## src/rtl/count_down_timer_ctrl.sv

```systemverilog
// count_down_timer_ctrl: button-driven edit/run/alarm sequencer for the count-down timer datapath.
// Optional buzzer self-silence timeout is built when ALARM_TIMEOUT_EN is defined.
module count_down_timer_ctrl #(
  parameter int MAX_HOUR     = 17,
  parameter int BLINK_CYCLES = 25000000,
  parameter int ALARM_CYCLES = 1500000000,
  parameter int ZERO_GUARD   = 2
) (
  input  logic       clk,
  input  logic       rst,
  input  logic       btn_mode,
  input  logic       btn_up,
  input  logic       btn_down,
  input  logic       btn_start,
  input  logic       btn_reset,
  input  logic [7:0] remain_hour_bcd,
  input  logic [7:0] remain_minute_bcd,
  input  logic [7:0] remain_second_bcd,
  output logic [7:0] hour_bcd,
  output logic [7:0] minute_bcd,
  output logic [7:0] second_bcd,
  output logic       set_timer,
  output logic       reset_timer,
  output logic       pause,
  output logic       running,
  output logic [1:0] edit_field,
  output logic       blank,
  output logic       buzzer
);
  localparam int BW = $clog2(BLINK_CYCLES + 1);
  localparam int GW = $clog2(ZERO_GUARD + 2);
  localparam logic [7:0] HMAX = 8'((MAX_HOUR / 10) * 16 + MAX_HOUR % 10);
  typedef enum logic [3:0] {S_IDLE, S_HOUR, S_MIN, S_SEC, S_LOAD, S_RUN, S_PAUSE, S_ALARM} state_t;
  state_t state, state_n;
  logic [7:0] sh_hour, sh_minute, sh_second;
  logic [7:0] hour_n, minute_n, second_n, sh_hour_n, sh_minute_n, sh_second_n;
  logic [7:0] cur, cur_max, step;
  logic set_nx, reload_nx, pause_nx, blank_nx, zero, edit_n, restart, timeout, any_btn, blink_end;
  logic [1:0] field_nx;
  logic [BW-1:0] blink_cnt, blink_nx;
  logic [GW-1:0] guard, guard_nx;
  function automatic logic [7:0] bcd_inc(input logic [7:0] v, input logic [7:0] top);
    return v == top ? 8'h00 : v[3:0] == 4'd9 ? {v[7:4] + 4'd1, 4'd0} : {v[7:4], v[3:0] + 4'd1};
  endfunction
  function automatic logic [7:0] bcd_dec(input logic [7:0] v, input logic [7:0] top);
    return v == 8'h00 ? top : v[3:0] == 4'd0 ? {v[7:4] - 4'd1, 4'd9} : {v[7:4], v[3:0] - 4'd1};
  endfunction
  assign zero = {remain_hour_bcd, remain_minute_bcd, remain_second_bcd} == 24'h0;
  assign any_btn = btn_mode | btn_up | btn_down | btn_start | btn_reset;
  assign cur = state == S_HOUR ? hour_bcd : state == S_MIN ? minute_bcd : second_bcd;
  assign cur_max = state == S_HOUR ? HMAX : 8'h59;
  assign step = btn_up ? bcd_inc(cur, cur_max) : bcd_dec(cur, cur_max);
  assign running = state == S_RUN;
`ifdef ALARM_TIMEOUT_EN
  localparam int AW = $clog2(ALARM_CYCLES + 1);
  logic [AW-1:0] alarm_cnt;
  always_ff @(posedge clk)
    alarm_cnt <= (rst || state != S_ALARM) ? '0 : alarm_cnt + 1'b1;
  assign timeout = alarm_cnt == AW'(ALARM_CYCLES - 1);
`else
  assign timeout = 1'b0;
`endif
  always_comb begin
    state_n = state;
    hour_n = hour_bcd;
    minute_n = minute_bcd;
    second_n = second_bcd;
    sh_hour_n = sh_hour;
    sh_minute_n = sh_minute;
    sh_second_n = sh_second;
    set_nx = 1'b0;
    reload_nx = 1'b0;
    pause_nx = 1'b0;
    guard_nx = guard;
    case (state)
      S_IDLE:
        if (btn_reset) reload_nx = 1'b1;
        else if (btn_start) begin
          pause_nx = !zero;
          guard_nx = GW'(ZERO_GUARD);
          state_n = zero ? S_IDLE : S_RUN;
        end else if (btn_mode) begin
          sh_hour_n = hour_bcd;
          sh_minute_n = minute_bcd;
          sh_second_n = second_bcd;
          state_n = S_HOUR;
        end
      S_HOUR, S_MIN, S_SEC:
        if (btn_reset) begin
          hour_n = sh_hour;
          minute_n = sh_minute;
          second_n = sh_second;
          state_n = S_IDLE;
        end else if (btn_start) begin
          set_nx = 1'b1;
          state_n = S_LOAD;
        end else if (btn_mode) begin
          set_nx = state == S_SEC;
          state_n = state == S_HOUR ? S_MIN : state == S_MIN ? S_SEC : S_IDLE;
        end else if (btn_up || btn_down) begin
          hour_n = state == S_HOUR ? step : hour_bcd;
          minute_n = state == S_MIN ? step : minute_bcd;
          second_n = state == S_SEC ? step : second_bcd;
        end
      S_LOAD: begin
        pause_nx = {hour_bcd, minute_bcd, second_bcd} != 24'h0;
        guard_nx = GW'(ZERO_GUARD);
        state_n = pause_nx ? S_RUN : S_IDLE;
      end
      S_RUN:
        if (btn_reset) begin
          reload_nx = 1'b1;
          state_n = S_IDLE;
        end else if (btn_start) begin
          pause_nx = 1'b1;
          state_n = S_PAUSE;
        end else if (guard != '0) guard_nx = guard - 1'b1;
        else if (zero) state_n = S_ALARM;
      S_PAUSE:
        if (btn_reset) begin
          reload_nx = 1'b1;
          state_n = S_IDLE;
        end else if (btn_start) begin
          pause_nx = 1'b1;
          guard_nx = GW'(ZERO_GUARD);
          state_n = S_RUN;
        end
      S_ALARM:
        if (any_btn || timeout) begin
          reload_nx = 1'b1;
          state_n = S_IDLE;
        end
      default: state_n = S_IDLE;
    endcase
    edit_n = state_n inside {S_HOUR, S_MIN, S_SEC};
    // A field change or an up/down press restarts the blink so the field is shown at once.
    restart = state_n != state || btn_up || btn_down;
    blink_end = blink_cnt == BW'(BLINK_CYCLES - 1);
    blink_nx = (!edit_n || restart || blink_end) ? '0 : blink_cnt + 1'b1;
    blank_nx = edit_n && !restart && (blink_end ? !blank : blank);
    field_nx = state_n == S_HOUR ? 2'd1 : state_n == S_MIN ? 2'd2 : state_n == S_SEC ? 2'd3 :
               state_n == S_LOAD ? edit_field : 2'd0;
  end
  always_ff @(posedge clk) begin
    if (rst) begin
      state <= S_IDLE;
      hour_bcd <= 8'h00;
      minute_bcd <= 8'h00;
      second_bcd <= 8'h00;
      sh_hour <= 8'h00;
      sh_minute <= 8'h00;
      sh_second <= 8'h00;
      set_timer <= 1'b0;
      reset_timer <= 1'b0;
      pause <= 1'b0;
      edit_field <= 2'd0;
      blank <= 1'b0;
      buzzer <= 1'b0;
      blink_cnt <= '0;
      guard <= '0;
    end else begin
      state <= state_n;
      hour_bcd <= hour_n;
      minute_bcd <= minute_n;
      second_bcd <= second_n;
      sh_hour <= sh_hour_n;
      sh_minute <= sh_minute_n;
      sh_second <= sh_second_n;
      set_timer <= set_nx;
      reset_timer <= reload_nx;
      pause <= pause_nx;
      edit_field <= field_nx;
      blank <= blank_nx;
      buzzer <= state_n == S_ALARM;
      blink_cnt <= blink_nx;
      guard <= guard_nx;
    end
  end
endmodule

```

## config.mk

```make
export PLATFORM = sky130hd
export DESIGN_NAME = count_down_timer_ctrl
export DESIGN_NICKNAME = d
export VERILOG_FILES = /design/src/rtl/count_down_timer_ctrl.sv
export SDC_FILE = /design/constraint.sdc
export NUM_CORES = 1
export LEC_CHECK = 0
export CAP_MARGIN = 20
export CORE_MARGIN = 3
export CORE_UTILIZATION = 50
export DETAILED_ROUTE_END_ITERATION = 6
export PLACE_DENSITY = 0.88
export SYNTH_ARGS = -nofsm -noshare
export SYNTH_HDL_FRONTEND = slang
export SYNTH_SLANG_ARGS = --single-unit
export TNS_END_PERCENT = 100
```

## constraint.sdc

```tcl
create_clock -name clk -period 3.1 [get_ports clk]
set_input_delay 0.62 -clock clk [delete_from_list [all_inputs] [get_ports clk]]
set_output_delay 0.62 -clock clk [all_outputs]
set_load 0.01 [all_outputs]
```

# Yosys cells after proc, flatten, opt, wreduce, memory -nomap -nowiden
# Cells that the tools add are included.
# word_totals
ff_bits	86
in_bits	31
# classes
addsub	6
n_eq_ne	25
muxes	62
bitwise_logic	7
reduce_logical	35
# ops
operator	count
two-way mux 8 bit	22
two-way mux 4 bit	13
adder 25 x 1 -> 25 bit, second input constant	1
equality test 25 bit, second input constant	1
equality test 4 x 3 -> 1 bit, second input constant	6
zero test 24 bit	1
case mux 4 bit (6 select lines)	1
nonzero test 24 bit	1
two-way mux 2 bit	10
equality test 4 x 2 -> 1 bit, second input constant	4
AND reduction 5 bit	3
two-way mux 1 bit	10
nonzero test 2 bit	5
OR reduction 3 bit	3
adder 4 x 1 -> 4 bit, second input constant	2
equality test 4 x 1 -> 1 bit, second input constant	2
equality test 8 x 7 -> 1 bit	1
zero test 4 bit	2
zero test 8 bit	1
!= test 2 x 1 -> 1 bit, second input constant	4
OR reduction 2 bit	4
subtractor 4 x 1 -> 4 bit, second input constant	2
two-way mux 7 bit	1
two-way mux 3 bit	2
other kinds (17)	33

# Logic depth before layout (Yosys ltp)
# Gate-level depths: netlist of run 1.
# logic_depth
depth_word	13
ltp_mapped	13

# Worst setup path after synthesis of run 1
# OpenSTA, ideal clock, no wires.
# synth_timing
path_kind	flip-flop to flip-flop
from	register state[2]
to	register hour_bcd[7]
setup_time_ns	0.130
arrival_time_ns	2.839
slack_ns	0.131
stages_incl_launch_ff	12
path_buffers	3
cell_sequence	dfxtp_1 -> buf_6 -> or4b_1 -> buf_4 -> o221ai_2 -> ha_1 -> o2111a_1 -> buf_2 -> nor4b_1 -> mux2_2 -> nand3_1 -> o211ai_1
# synth_via
elab_chain_len	12
elab_cells_between_ends	25
cone_classes	add/sub: 2; eq/ne: 5; mux: 13; reduce/logical: 5
# synth_lines
item	line	text
from (decl)	34	state_t state, state_n;
from (signal assigned)	162	state <= state_n;
equality test 4 x 2 -> 1 bit	50, 75	
two-way mux 8 bit (2 in series)	50	assign cur = state == S_HOUR ? hour_bcd : state == S_MIN ? minute_bcd : second_bcd;
subtractor 4 x 1 -> 4 bit (tied with other cells)	46	return v == 8'h00 ? top : v[3:0] == 4'd0 ? {v[7:4] - 4'd1, 4'd9} : {v[7:4], v[3:0] - 4'd1};
two-way mux 8 bit, on equally long branches (2 in series)	46, 43	
two-way mux 8 bit	52	assign step = btn_up ? bcd_inc(cur, cur_max) : bcd_dec(cur, cur_max);
two-way mux 8 bit	101	hour_n = state == S_HOUR ? step : hour_bcd;
two-way mux 8 bit	100	end else if (btn_up || btn_down) begin
two-way mux 8 bit	97	end else if (btn_mode) begin
two-way mux 8 bit	94	end else if (btn_start) begin
two-way mux 8 bit	89	if (btn_reset) begin
to (signal assigned)	163	hour_bcd <= hour_n;
to (decl)	19	output logic [7:0] hour_bcd,
# Parallel ways exist; a longest one is shown, timed or not. The select of a mux whose other input is x is not followed.
# A chain may end at the register's enable or synchronous reset.

# Final worst setup path of run 1
# layout_timing
from	register state[2]
to	register second_bcd[5]
# layout_via
elab_chain_len	12
elab_cells_between_ends	25
cone_classes	add/sub: 2; eq/ne: 5; mux: 13; reduce/logical: 5
# layout_lines
item	line	text
equality test 4 x 2 -> 1 bit	50, 75	
two-way mux 8 bit (2 in series)	50	
subtractor 4 x 1 -> 4 bit (tied with other cells)	46	
two-way mux 8 bit, on equally long branches (2 in series)	46, 43	
two-way mux 8 bit	52	
two-way mux 8 bit	103	second_n = state == S_SEC ? step : second_bcd;
two-way mux 8 bit	100	
two-way mux 8 bit	97	
two-way mux 8 bit	94	
two-way mux 8 bit	89	
to (signal assigned)	165	second_bcd <= second_n;
to (decl)	21	output logic [7:0] second_bcd,
# Parallel ways exist; a longest one is shown, timed or not. The select of a mux whose other input is x is not followed.

==> results of run 1 <==
## placed cells by master, fill, tap and decap left out, types with 8 or more instances in the layout
cell	count
nand4_1	8
a21oi_1	26
dfxtp_1	86
xnor2_1	12
nand3_1	34
nand2_1	30
nor3_1	34
o21ai_0	11
nor2_1	76
clkdlybuf4s50_1	61
buf_4	43
mux2i_1	27
ha_1	8
inv_1	13
a211oi_1	13
clkbuf_8	9
nor4_1	26
xor2_1	17
a21o_1	8
## worst max-delay path: stages (launching register included)
cell,delay (ps)
dfxtp_1,350
buf_4,160
or4_1,520
a21oi_2,180
or3_4,150
ha_1,150
a21bo_2,240
or3_4,350
mux2_4,320
a221oi_4,380
o41ai_2,100
## per-stage QoR
stage               hold WS, ps  setup slack [ps]  std cells  power [uW]
detailed placement          444              -139        796        1440
floorplan                   422               131        599        1320
global placement            434             -35.2        796        1430
CTS                         467              73.6        812        2170
global route                492             -2.68        814        2250
finish                      467              56.5        814        2180
## flip-flops by register name, indices dropped and copies added, names as in the netlist
signal	flops
buzzer	1
blink_cnt	25
sh_hour	8
sh_second	8
minute_bcd	8
edit_field	2
state	4
reset_timer	1
set_timer	1
guard	2
sh_minute	8
hour_bcd	8
blank	1
pause	1
second_bcd	8
## power breakdown
part | total (uW) | switching (uW) | internal, uW | leakage, uW
sequential | 1120 | 11.9 | 1110 | 0.000694
clock | 748 | 440 | 308 | 0.0000896
combinational | 307 | 172 | 136 | 0.00160
total | 2180 | 624 | 1560 | 0.00238
## routing by layer
| metal | routed length (um) | vias to the layer above |
|---|---|---|
| met2 | 7190 | 271 |
| met1 | 6240 | 2460 |
| li1 | - | 2397 |
| met5 | 0 | - |
| met4 | 305 | 0 |
| met3 | 1410 | 48 |
## final cells by class
type	count	area (um^2)	area share, %
multi-input cells	458	3070	49.6
clock inverters	7	66.3	1.07
well taps	129	161	2.61
inverters	18	67.6	1.09
clock buffers	9	124	2.00
repair buffers	107	978	15.8
flip-flops and latches	86	1720	27.8
## logic make-up after synthesis
group,share of synthesized area (%)
adder cells (fa/ha/maj),2.00
other,0.0750
flip-flops,34.4
AND/OR/NAND/NOR,26.9
XOR/XNOR,5.08
AO/OA/AOI/OAI,21.0
buffers and inverters,4.65
multiplexers,5.93
## timing repair
item	in CTS	in global routing
setup endpoints to repair	0	18
buffers inserted	0	2
resized for setup	0	6
## final timing paths
kind	startpoint	to	slack, ps	cells past startpoint
worst max register to register	state[2]$_SDFF_PP0_	second_bcd[5]$_SDFFE_PP0P_	60	10
worst max-delay path	state[2]$_SDFF_PP0_	second_bcd[5]$_SDFFE_PP0P_	60	10
worst min register to register	blink_cnt[0]$_SDFF_PP0_	blink_cnt[0]$_SDFF_PP0_	470	1
worst min-delay path	blink_cnt[0]$_SDFF_PP0_	blink_cnt[0]$_SDFF_PP0_	470	1
==> reports/results.ini, run 1 <==
[clock_tree]
cts_sinks = 86
root_buffer = clkbuf_8
cts_buffers = 9
htreeDepth = 3
cts_tree = done
clk_pin_slew_ps = 90
cts_hold_buf = 0
clk_latency_ps = 360
cts.path.max_buffers = 2

[detailed_routing]
drt_iter0_drc = 463
vias = 5176
viasPerCell = 6.36
drcViolationCount = 0
wl_mm = 15.2
ant_nets = 0
wl_per_cell_um = 18.6
first_pass_iters = 5

[global_route]
grt_overflow_total = 0
gr-usage-met3_pct = 5.22
grt_pass1_wl_mm = 24.3
grt_max_degree = 60
grt_pass1_vias = 4957
grt_antenna_before_repair = 0
grtUsageMet2_pct = 43.2
grt_use_met1_pct = 34.2
track_usage_pct = 26.2
top_usage_layer = met2

[critical_path]
cp-end-kind = flip-flop
crit_arrival_ps = 3260
path_class = flip-flop to flip-flop
cp.required_ps = 3310
crit_path_start_kind = flip-flop
crit_path_max_fanout = 7

[synthesis]
synth_edf_count = 0
yosysSeqAreaShare_pct = 34.4
yosysWarnings = 0
syn_avg_cell_area_um2 = 8.35
netlist.area_leader.share_pct = 34.4
ys_top_cells_by_area = dfxtp_1 34%, nor2_1 5.7%, mux2i_1 5.4%
syn_inst = 599
synth_common_cells = 86 x dfxtp_1, 76 x nor2_1, 34 x nand3_1, 34 x nor3_1, 30 x nand2_1
synthArstFlopShare_pct = 0
syn_area_mm2 = 0.00500
ys_ff_latch = 86
synth_area_leader_cell = dfxtp_1
synth_cell_types = 82
syn-num-nets = 638
synth_ff_type = dfxtp_1
yosysMostFrequentCell = dfxtp_1

[cells_and_area]
synthToLayoutAreaGrowth_pct = 23.7
finalNetCount = 719
num_antenna_cells = 0
drive_above_1_share_pct = 14.3
fillCellCount = 777
fin_util_pct = 65.4
fin_area_mm2 = 0.00619

[floorplan]
std_cell_rows = 35
fp.coreArea_mm2 = 0.00946
fp.dieW_um = 106
io_pins = 63
die-height_um = 106
dieArea_mm2 = 0.0112
start_util_pct = 52.9

[place]
port_buffers = 62
dp_hpwl_mm = 10.9
routabilityCongestion = 0.989
place_area_mm2 = 0.00596

[run]
maxCapViolations = 0

[timing]
maxSlewHeadroom_pct = 41.1
clock.fmax_mhz = 329
period_needed_ps = 3040
finalSetupTns_ps = 0
drv_slew = 0
fin_skew_ps = 21.0
setup_viol = 0
hold_violations = 0
worst_pin_slew_ps = 876
post-route-period-util_pct = 98.2

[power]
p_per_area_mw_per_mm2 = 352
ir_worst_vdd_v = 0.000248
power.leakage_uw = 0.00238

[min_path]
hold_path_class = flip-flop to flip-flop

[status]
status = completed

(Power assumes the default switching activity.)
==> run 2, diff against run 1 <==
--- a/config.mk
+++ b/config.mk
@@ -10,6 +10,7 @@
 export CORE_UTILIZATION = 50
 export DETAILED_ROUTE_END_ITERATION = 6
 export PLACE_DENSITY = 0.88
+export RECOVER_POWER = 100
 export SYNTH_ARGS = -nofsm -noshare
 export SYNTH_HDL_FRONTEND = slang
 export SYNTH_SLANG_ARGS = --single-unit
==> reports/results.ini, run 2 (same netlist as run 1, synthesis figures left out) <==
[timing]
hold_ws_ps = 465  ; -2.33 ps
setup_viol = 0  ; unchanged
fin_skew_ps = 20.4  ; -0.631 ps
worst_pin_slew_ps = 894  ; +17.8 ps
period_needed_ps = 3030  ; -8.82 ps
drv_slew = 0  ; unchanged
finalWorstSetupSlack_ps = 65.4  ; +8.82 ps
hold_violations = 0  ; unchanged
post-route-period-util_pct = 97.9  ; -0.28 points
maxSlewHeadroom_pct = 39.9  ; -1.2 points
clock.fmax_mhz = 330  ; +0.29%

[global_route]
grt_antenna_before_repair = 0  ; unchanged
grt_overflow_total = 0  ; unchanged
grt_pass1_vias = 4957  ; unchanged
grt_max_degree = 60  ; unchanged
grt_pass1_wl_mm = 24.3  ; unchanged
track_usage_pct = 26.2  ; unchanged

[cells_and_area]
regMostFlops = blink_cnt
synthToLayoutAreaGrowth_pct = 23.2
fillCellCount = 787  ; +1.3%
finalNetCount = 719  ; unchanged
num_antenna_cells = 0  ; unchanged
mostFrequentLayoutCell = dfxtp_1
final_cell_mix = 86 x dfxtp_1, 76 x nor2_1, 37 x buf_4
largest_reg_flops = 25  ; unchanged
drive_above_1_share_pct = 13.6  ; -0.73 points

[clock_tree]
cts.path.max_buffers = 2  ; unchanged
cts_tree = done
clk_pin_slew_ps = 90  ; about the same
clk_latency_ps = 360  ; about the same
cts_sinks = 86  ; unchanged
cts_buffers = 9  ; unchanged
root_buffer = clkbuf_8
cts_hold_buf = 0  ; unchanged
htreeDepth = 3  ; unchanged

[detailed_routing]
vias = 5180  ; +0.077%
ant_nets = 0  ; unchanged
first_pass_iters = 5  ; unchanged
wl_mm = 15.1  ; -0.46%
drt_iter0_drc = 498  ; +7.6%
drcViolationCount = 0  ; unchanged
viasPerCell = 6.36  ; about the same
wl_per_cell_um = 18.5  ; -0.46%

[critical_path]
crit_path_max_fanout = 7  ; unchanged
path_class = flip-flop to flip-flop
cp-end-kind = flip-flop
crit_path_start_kind = flip-flop
cp.required_ps = 3310  ; about the same
crit_arrival_ps = 3250  ; about the same

[floorplan]
io_pins = 63  ; unchanged
std_cell_rows = 35  ; unchanged
die-height_um = 106  ; unchanged
fp.coreArea_mm2 = 0.00946  ; unchanged
start_util_pct = 52.9  ; unchanged
fp.dieW_um = 106  ; unchanged
dieArea_mm2 = 0.0112  ; unchanged

[place]
dp_hpwl_mm = 10.9  ; unchanged
port_buffers = 62  ; unchanged
routabilityCongestion = 0.989  ; unchanged
detailedPlace.worstSlack_ps = -139  ; unchanged

[status]
status = completed

[power]
p_per_area_mw_per_mm2 = 353  ; about the same
power.leakage_uw = 0.00248  ; +4.0%
power_uw = 2170  ; -0.31%
ir_worst_vdd_v = 0.000247  ; -0.44%

[run]
maxCapViolations = 0  ; unchanged

[min_path]
hold_path_class = flip-flop to flip-flop

==> run 2: cell count changes in the layout (fill, tap and decap cells not counted), moves of 2 or more <==
cell             delta
clkbuf_1            +4
buf_4               -6
clkdlybuf4s50_1    -33
and2_0              +2
and2_1              -2
dlygate4sd3_1      +33
==> run 2: final cells by class <==
cell class                 instances  area (um^2)  area share [%]
inverter                          18         67.6            1.10
clock buffer                       9          124            2.01
multi-input combinational        458         3060            49.7
clock inverter                     7         66.3            1.08
sequential                        86         1720            27.9
tap                              129          161            2.62
timing repair buffer             107          961            15.6
==> run 2: path summary, 6_finish.rpt <==
kind,from,to,slack (ps),cells past startpoint
hold reg to reg,blink_cnt[0]$_SDFF_PP0_,blink_cnt[0]$_SDFF_PP0_,460,1
setup reg to reg,state[2]$_SDFF_PP0_,second_bcd[5]$_SDFFE_PP0P_,70,10
setup / recovery,state[2]$_SDFF_PP0_,second_bcd[5]$_SDFFE_PP0P_,70,10
hold / removal,blink_cnt[0]$_SDFF_PP0_,blink_cnt[0]$_SDFF_PP0_,460,1
==> run 2: where the power goes <==
part	internal (uW)	leakage, uW	switching, uW	total (uW)
registers	1110	0.000694	11.8	1120
clock network	308	0.0000896	439	747
logic	131	0.00169	171	301
total	1550	0.00248	622	2170
==> run 2: critical path: stages, from the launching register on <==
cell and delay [ps]:
dfxtp_1 340, buf_4 160, or4_1 520, a21oi_2 180, or3_4 150, ha_1 150
a21bo_2 240, or3_4 350, mux2_4 330, a221oi_4 380, o41ai_2 100
==> run 2: metal layers <==
layer | vias to the layer above | share of wire, % | GRT usage, % | routed length (um)
met1 | 2443 | 41 | 34.2 | 6200
met5 | - | 0 | 0 | 0
met4 | 0 | 2.5 | 9.25 | 377
li1 | 2390 | - | - | -
met2 | 293 | 47 | 43.2 | 7020
met3 | 54 | 9.8 | 5.22 | 1480
==> run 2: what timing repair did <==
| item | CTS | global route |
|---|---|---|
| buffers inserted | 0 | 2 |
| endpoints found under the setup margin | 0 | 18 |
| gates resized for setup | 0 | 6 |
==> run 2: through the flow <==
step	util, %	TNS [ps]	std cells	instance area [um^2]
2_1_floorplan	-	0	599	5000
3_3_place_gp	63.0	-633	796	5960
3_5_place_dp	63.0	-2620	796	5960
4_1_cts	65.0	0	812	6150
5_1_grt	65.1	-2.68	814	6160
6_report	65.1	0	814	6160
==> run 3, diff against run 2 <==
--- a/config.mk
+++ b/config.mk
@@ -6,7 +6,7 @@
 export NUM_CORES = 1
 export LEC_CHECK = 0
 export CAP_MARGIN = 20
-export CORE_MARGIN = 3
+export CORE_MARGIN = 1.5
 export CORE_UTILIZATION = 50
 export DETAILED_ROUTE_END_ITERATION = 6
 export PLACE_DENSITY = 0.88
==> reports/results.ini, run 3 (same netlist as run 1, synthesis figures left out) <==
[place]
dp_hpwl_mm = 10.5  ; -2.9%
dp_cells = 805  ; +1.1%
port_buffers = 62  ; unchanged
place_area_mm2 = 0.00599  ; +0.50%
routabilityCongestion = 0.931  ; -5.9%

[timing]
drv_slew = 0  ; unchanged
maxSlewHeadroom_pct = 42.4  ; +2.5 points
setup_viol = 0  ; unchanged
fin_skew_ps = 11.2  ; -9.24 ps
post-route-period-util_pct = 95.7  ; -2.2 points
period_needed_ps = 2970  ; -68.6 ps
hold_violations = 0  ; unchanged
clock.fmax_mhz = 337  ; +2.3%
worst_pin_slew_ps = 864  ; -29.9 ps

[floorplan]
dieArea_mm2 = 0.0106  ; -5.6%
fp.dieW_um = 103  ; -2.8%
die-height_um = 103  ; -2.8%
std_cell_rows = 36  ; +2.9%
io_pins = 63  ; unchanged
fp.coreArea_mm2 = 0.00973  ; +2.9%
start_util_pct = 51.4  ; -1.5 points

[detailed_routing]
wl_per_cell_um = 17.7  ; -4.5%
wl_mm = 14.6  ; -3.3%
top_layer = met4
met1_length_mm = 6.10  ; -1.7%
dr_wl_met2_mm = 6.69  ; -4.6%
ant_nets = 0  ; unchanged
drt_iter0_drc = 594  ; +19%
wl_met3_mm = 1.36  ; -8.2%
drcViolationCount = 0  ; unchanged
first_pass_iters = 7  ; +2
viasPerCell = 6.22  ; -2.3%
vias = 5125  ; -1.1%

[critical_path]
path_class = flip-flop to flip-flop
r2r_slack_ps = 130  ; +70 ps
rr_worst_depth = 13  ; +3
slowest_stage = or4_1
crit_arrival_ps = 3250  ; about the same
crit_path_start_kind = flip-flop
critPathMostFrequentCell = buf_4
cp.required_ps = 3380  ; +70 ps
crit_path_max_fanout = 10  ; +3
cpPeakStageDelay_ps = 400  ; -120 ps
cp-end-kind = flip-flop
path_cells = buf_4 -> or4_1 -> a21oi_1 -> or3_2 -> buf_4 -> ha_1 -> o2111a_1 -> buf_4 -> o31a_1 -> o2bb2ai_1 -> a221oi_4 -> buf_4 -> o41ai_2
r2r_end = second_bcd[5]$_SDFFE_PP0P_
rr_startpoint = state[3]$_SDFF_PP0_

[cells_and_area]
fillCellCount = 806  ; +2.4%
finalNetCount = 725  ; +0.83%
mostFrequentLayoutCell = dfxtp_1
largest_reg_flops = 25  ; unchanged
fin_util_pct = 64.1  ; -1.1 points
drive_above_1_share_pct = 14.2  ; +0.61 points
num_antenna_cells = 0  ; unchanged
regMostFlops = blink_cnt
fin_area_mm2 = 0.00623  ; +1.1%
synthToLayoutAreaGrowth_pct = 24.6
final_cell_mix = 86 x dfxtp_1, 76 x nor2_1, 45 x buf_4
layout.cells.non_filler = 824  ; +1.2%

[global_route]
grt_overflow_total = 0  ; unchanged
track_usage_pct = 27.9  ; +1.7 points
grt_max_degree = 60  ; unchanged
grt_pass1_wl_mm = 23.0  ; -5.0%
grt_antenna_before_repair = 0  ; unchanged
grt_pass1_vias = 4673  ; -5.7%

[power]
power.leakage_uw = 0.00253  ; +2.0%
ir_worst_vdd_v = 0.000265  ; +7.5%
p_per_area_mw_per_mm2 = 371  ; +5.1%

[clock_tree]
cts_buffers = 9  ; unchanged
clk_latency_ps = 380  ; +20 ps
cts_tree = done
cts_sinks = 86  ; unchanged
clk_pin_slew_ps = 90  ; about the same
root_buffer = clkbuf_8
cts.path.max_buffers = 2  ; unchanged
htreeDepth = 3  ; unchanged
cts_hold_buf = 0  ; unchanged

[status]
status = completed

[run]
maxCapViolations = 0  ; unchanged

[min_path]
hold_path_end = blink_cnt[0]$_SDFF_PP0_
hold_path_class = flip-flop to flip-flop
hold_depth = 1  ; unchanged
hold_start = blink_cnt[0]$_SDFF_PP0_

## run 3: area by class of cell
| class | instances | area, um^2 | share of cell area, % |
|---|---|---|---|
| multi-input combinational | 458 | 3060 | 49.1 |
| sequential | 86 | 1720 | 27.6 |
| timing repair buffer | 113 | 993 | 15.9 |
| tap | 133 | 166 | 2.67 |
| clock buffer | 9 | 124 | 1.99 |
| clock inverter | 7 | 97.6 | 1.57 |
| inverter | 18 | 67.6 | 1.08 |
## run 3: worst max-delay path by stage
stage | startpoint | to | slack, ps
after CTS | state[2]$_SDFF_PP0_ | minute_bcd[1]$_SDFFE_PP0P_ | 50
after floorplan | state[2]$_SDFF_PP0_ | hour_bcd[7]$_SDFFE_PP0P_ | 130
after global routing | state[1]$_SDFF_PP0_ | second_bcd[5]$_SDFFE_PP0P_ | -20
after global placement | btn_start | blink_cnt[13]$_SDFF_PP0_ | -40
final | state[3]$_SDFF_PP0_ | second_bcd[5]$_SDFFE_PP0P_ | 130
after detailed placement | btn_start | blink_cnt[5]$_SDFF_PP0_ | -60
## run 3: worst max-delay path, delay by kind of cell, from the launching register on
kind	cells	cell delay (ps)
compound gates	6	1180
buf+inv	4	620
simple gates	2	580
flops	1	330
fa+ha+maj	1	170
## run 3: stage by stage
step	total power [uW]	setup WS [ps]	TNS (ps)	hold WS, ps
6_report	2310	134	0	466
5_1_grt	2380	-21.9	-37.9	492
4_1_cts	2300	52.1	0	461
3_5_place_dp	1450	-61.1	-903	458
3_3_place_gp	1440	-37.0	-674	434
2_1_floorplan	1320	131	0	422
## run 3: metal layers
| layer | vias to the layer above | track usage (%) |
|---|---|---|
| met2 | 235 | 43.4 |
| met5 | - | 0 |
| met4 | 0 | 11.5 |
| met3 | 50 | 6.78 |
| met1 | 2435 | 37.2 |
| li1 | 2405 | - |
## run 3: report_power, final
part	internal, uW	total, uW	switching, uW
clock	456	878	422
sequential	1110	1120	12.3
combinational	135	307	171
## run 3: what timing repair did
action,in CTS,in global routing
buffers inserted,0,3
gates resized for setup,0,5
endpoints found under the setup margin,0,18
